[src/rtl/decode_forward_scoreboard.sv]
// rtl/decode_forward_scoreboard.sv - decode-stage operand forwarding scoreboard over in-flight writers.
// Define FWD_STATS_EN to build the saturating stall-cycle counter; otherwise stall_count is tied to 0.
module decode_forward_scoreboard #(
   parameter int NUM_READ = 2,
   parameter int DEPTH    = 6,
   parameter int DATA_W   = 32,
   parameter int ADDR_W   = 5
) (
   input  logic                             clk,
   input  logic                             resetn,
   input  logic                             advance,
   input  logic                             flush,
   input  logic                             issue_valid,
   input  logic [ADDR_W-1:0]                issue_dst,
   input  logic                             issue_ready,
   input  logic [DATA_W-1:0]                issue_value,
   input  logic                             fill_valid,
   input  logic [$clog2(DEPTH)-1:0]         fill_slot,
   input  logic [DATA_W-1:0]                fill_value,
   input  logic [NUM_READ-1:0][ADDR_W-1:0]  src,
   input  logic [NUM_READ-1:0][DATA_W-1:0]  rf_data,
   output logic [NUM_READ-1:0][DATA_W-1:0]  vr,
   output logic                             stall,
   output logic [31:0]                      stall_count
);

   localparam int SLOT_W = $clog2(DEPTH);

   logic [DEPTH-1:0]  valid_q, valid_d;
   logic [DEPTH-1:0]  ready_q, ready_d;
   logic [ADDR_W-1:0] dst_q   [DEPTH];
   logic [ADDR_W-1:0] dst_d   [DEPTH];
   logic [DATA_W-1:0] value_q [DEPTH];
   logic [DATA_W-1:0] value_d [DEPTH];

   // Slot view with this cycle's fill already merged; both forwarding and shifting use it.
   logic [DEPTH-1:0]  fill_hit;
   logic [DEPTH-1:0]  rdy_f;
   logic [DATA_W-1:0] val_f [DEPTH];

   logic [NUM_READ-1:0] pending;

   always_comb begin
      for (int i = 0; i < DEPTH; i++) begin
         fill_hit[i] = fill_valid && valid_q[i] && (fill_slot == SLOT_W'(i));
         rdy_f[i]    = ready_q[i] | fill_hit[i];
         val_f[i]    = fill_hit[i] ? fill_value : value_q[i];
      end
   end

   always_comb begin
      valid_d = valid_q;
      ready_d = rdy_f;
      dst_d   = dst_q;
      value_d = val_f;
      if (advance) begin
         for (int i = DEPTH - 1; i >= 1; i--) begin
            valid_d[i] = valid_q[i-1];
            ready_d[i] = rdy_f[i-1];
            dst_d[i]   = dst_q[i-1];
            value_d[i] = val_f[i-1];
         end
         // Writes to r0 never become forwarding sources.
         valid_d[0] = issue_valid && (issue_dst != '0);
         ready_d[0] = issue_ready;
         dst_d[0]   = issue_dst;
         value_d[0] = issue_value;
      end
      if (flush) begin
         valid_d = '0;
         ready_d = '0;
      end
   end

   always_ff @(posedge clk or negedge resetn) begin
      if (!resetn) begin
         valid_q <= '0;
         ready_q <= '0;
         for (int i = 0; i < DEPTH; i++) begin
            dst_q[i]   <= '0;
            value_q[i] <= '0;
         end
      end else begin
         valid_q <= valid_d;
         ready_q <= ready_d;
         for (int i = 0; i < DEPTH; i++) begin
            dst_q[i]   <= dst_d[i];
            value_q[i] <= value_d[i];
         end
      end
   end

   always_comb begin
      logic              hit;
      logic              hit_rdy;
      logic [DATA_W-1:0] hit_val;
      vr      = rf_data;
      pending = '0;
      for (int p = 0; p < NUM_READ; p++) begin
         hit     = 1'b0;
         hit_rdy = 1'b0;
         hit_val = '0;
         // Scan oldest to youngest so the youngest match wins, pending or not.
         for (int i = DEPTH - 1; i >= 0; i--) begin
            if (valid_q[i] && (dst_q[i] == src[p])) begin
               hit     = 1'b1;
               hit_rdy = rdy_f[i];
               hit_val = val_f[i];
            end
         end
         if (src[p] == '0) begin
            vr[p] = '0;
         end else if (hit) begin
            if (hit_rdy) vr[p] = hit_val;
            else         pending[p] = 1'b1;
         end
      end
   end

   assign stall = |pending;

`ifdef FWD_STATS_EN
   logic [31:0] stall_count_q;

   always_ff @(posedge clk or negedge resetn) begin
      if (!resetn) begin
         stall_count_q <= '0;
      end else if (stall && !flush && (stall_count_q != '1)) begin
         stall_count_q <= stall_count_q + 32'd1;
      end
   end

   assign stall_count = stall_count_q;
`else
   assign stall_count = '0;
`endif

endmodule

[config.mk]
export PLATFORM = sky130hd
export DESIGN_NAME = decode_forward_scoreboard
export DESIGN_NICKNAME = d
export VERILOG_FILES = /design/src/rtl/decode_forward_scoreboard.sv
export SDC_FILE = /design/constraint.sdc
export NUM_CORES = 1
export LEC_CHECK = 0
export CORE_MARGIN = 5
export CORE_UTILIZATION = 59
export DETAILED_ROUTE_END_ITERATION = 16
export GPL_TIMING_DRIVEN = 0
export PLACE_DENSITY = 0.93
export RECOVER_POWER = 50
export SETUP_SLACK_MARGIN = 0.4
export SLEW_MARGIN = 20
export SYNTH_ARGS = -nofsm -noshare
export SYNTH_HDL_FRONTEND = slang
export SYNTH_SLANG_ARGS = --single-unit
[constraint.sdc]
create_clock -name clk -period 6.7 [get_ports clk]
set_input_delay 1.675 -clock clk [delete_from_list [all_inputs] [get_ports clk]]
set_output_delay 1.675 -clock clk [all_outputs]
set_load 0.02 [all_outputs]
==> metrics.txt, run 1 <==
most common cell after layout, fill and taps aside dfrtp_1; PortBufs 177; Worst path max stage delay 0.59 ns; part of the cycle the worst path needs 96.0%; Final Setup Violations 0; Die Wd 172 um; Netlist Area Pre-Place 15500 um2; clock latency on the worst-skew pair 0.54 ns; vias 16000; Peak Freq 155 MHz; Layout Skew 0.00842 ns; WP data arrival 4.76 ns; Leakage 8.49 nW; Worst Hold Class reg2reg; drt first pass iters 12; # rows 59; hold depth 2; H-tree depth 1; Seq/Total Area, Yosys 37.9%; pwr/cell area 221 nW/um2; global-route wire length before repair 88500 um; ratio of cells with drive above 1 in the final layout 14.9%; Routed Antenna Nets 0; flops & latches, synth 234; DP Cell Count 2173; max-slew violations 171; gp weighted congestion 0.999; met1 usage 47.8%; met2 usage 58.8%; CTS sink cnt 234; Die H 172 um; Vias per Instance 7.19; antenna violations before repair 3; Fin. Hold Viols 0; DP HPWL 38400 um; number of synthesized flops with an enable pin 0; Min Clock Period, post-route 6.43 ns; worst-margin pin slew 2.74 ns; core area 25900 um2; mean post-synth cell area 9.51 um2; setup slack, reg-to-reg 4.25 ns; CTS tree built; post-layout util 75.1%; max-cap viol count 3; R2R cell count 7; vias in the first global route 16000; pin count of the biggest net entering global routing 69; Setup crit start kind input pin; critical-path cell list dlygate4sd3_1 -> and3b_1 -> and3_1 -> buf_8 -> buf_8 -> mux2i_4 -> nor3_1 -> o21ai_0 -> o211ai_1 -> a22o_1 -> clkdlybuf4s50_1; Worst Hold Launch value_q[126]; GRT Total Usage 38.2%; DRT iter0 DRCs 2687; WHS Endpoint value_q[126]; Netlist cell types 57; critical path fanouts, max 10; Crit path top cell by count buf_8; RSZ-0062 raised after global routing true; Finished Cell Area 19400 um2; Cell Area, Placed 17900 um2; Max Root-Sink Buffers 3; effective utilization at floorplan 59.7%; CP endpoint kind output pin; worst r2r src valid_q[3]; slew margin rel. -82.3%; gr ovfl total 0; Root Driver clkbuf_16; die area 29600 um2; peak supply drop 0.234 mV; Syn Inst Count 1627; Slowest-stage cell, CP dlygate4sd3_1; failing checks capacitance limit, slew limit; final hold slack 0.514 ns; IO Count 250; area growth from synthesis to layout 25.7%; reg2reg end value_q[40]; global route hottest layer met2; NumNets Final 2026; Main synth FF type dfrtp_1; # hold bufs at CTS 0; Critical Path RT 5.03 ns; # DRC 0; setup TNS 0 ns; DR WL/cell 26.8 um; Num CTS Buffers 25; most frequent cells in the layout dfrtp_1 (234), mux2i_1 (221), nor2_1 (205), clkdlybuf4s50_1 (114), clkbuf_1 (92); YS warnings 0; CTS clock-pin slew for the worst setup and hold paths 0.06 ns; fin cells 2228; kind of critical path in2out; status finished, violations left; WL final 59800 um; met3 global-route usage 12.3%; async set or reset register ratio after synthesis 100%
## cells by family after synthesis
group / after synthesis / share of synthesized area [%]
AO/OA/AOI/OAI: 474 / 22.6
buffers and inverters: 217 / 6.83
XOR/XNOR: 60 / 3.40
multiplexers: 295 / 19.4
AND/OR/NAND/NOR: 346 / 9.92
flip-flops: 234 / 37.9
other: 1 / 0.0242
## through the flow
stage                     setup WS, ns  power (mW)
after floorplan                   1.29        2.44
after global placement           -6.00        2.73
after detailed placement        -0.284        2.79
after CTS                        0.318        4.21
after global routing             0.196        4.44
final                            0.269        4.30
## area by class of cell
class	count	area (um2)
multi-input combinational	1207	9120
fill	1729	6460
sequential	234	5860
timing repair buffer	188	2010
buffer	214	1220
clock buffer	33	696
tap	335	419
clock inverter	12	113
inverter	3	11.3
antenna	2	5.00
## routing by layer
metal	vias up	share of wire, %	routed length, um
met1	7602	35	20900
met3	393	15	8750
met5	-	0	0
met4	0	6.4	3800
li1	6552	-	-
met2	1483	44	26400
## power by group
part / switching, mW / total [mW] / internal (mW) / leakage, nW
Sequential: 0.212 / 1.88 / 1.67 / 2.64
Clock: 0.607 / 1.41 / 0.805 / 0.405
Combinational: 0.564 / 1.01 / 0.451 / 5.45
## registers in the layout, indices dropped and copies added, names as in the netlist
register	flops
dst_q	30
ready_q	6
valid_q	6
value_q	192
## Yosys cell counts (34+ instances only)
cell type  number  area (um2)
a21oi_1        73         365
a22o_1         61         534
a32o_1         34         340
buf_2          49         245
buf_4          34         255
clkbuf_1      114         428
dfrtp_1       234        5860
mux2i_1       262        2620
nand2_1        46         173
nor2_1        205         769
nor3_1         37         185
o21ai_0        64         320
o221ai_1       64         561
o22ai_1        60         375
xor2_1         47         412
## worst max path at each step
stage	slack, ns	startpoint	cells after the start	endpoint
2_1_floorplan	1.29	src[7]	9	vr[33]
3_3_place_gp	-6.00	resetn	1	value_q[135]
3_5_place_dp	-0.28	fill_slot[0]	9	vr[10]
4_1_cts	0.32	fill_slot[1]	11	vr[60]
5_1_grt	0.20	fill_slot[2]	11	vr[48]
6_report	0.27	fill_slot[2]	11	vr[42]
## critical path, delay by kind of cell
kind                   cells  cell delay (ns)
buffers and inverters      4             1.56
AO/OA/AOI/OAI              3             0.64
AND/OR/NAND/NOR            3             0.59
multiplexers               1             0.29
## timing repair
item                                    CTS  global route
pin swaps                                 3             1
resized for setup                       120           121
setup buffers                             2             6
endpoints found under the setup margin   65            61
endpoints found under the hold margin     0             0
Note: power is estimated with default switching activity, not from simulation.
==> run 2, diff against run 1 <==
- CTS_CLUSTER_DIAMETER: unset -> 120
==> results of run 2 <==
No change in the layout: final DEF, timing and power equal those of run 1.
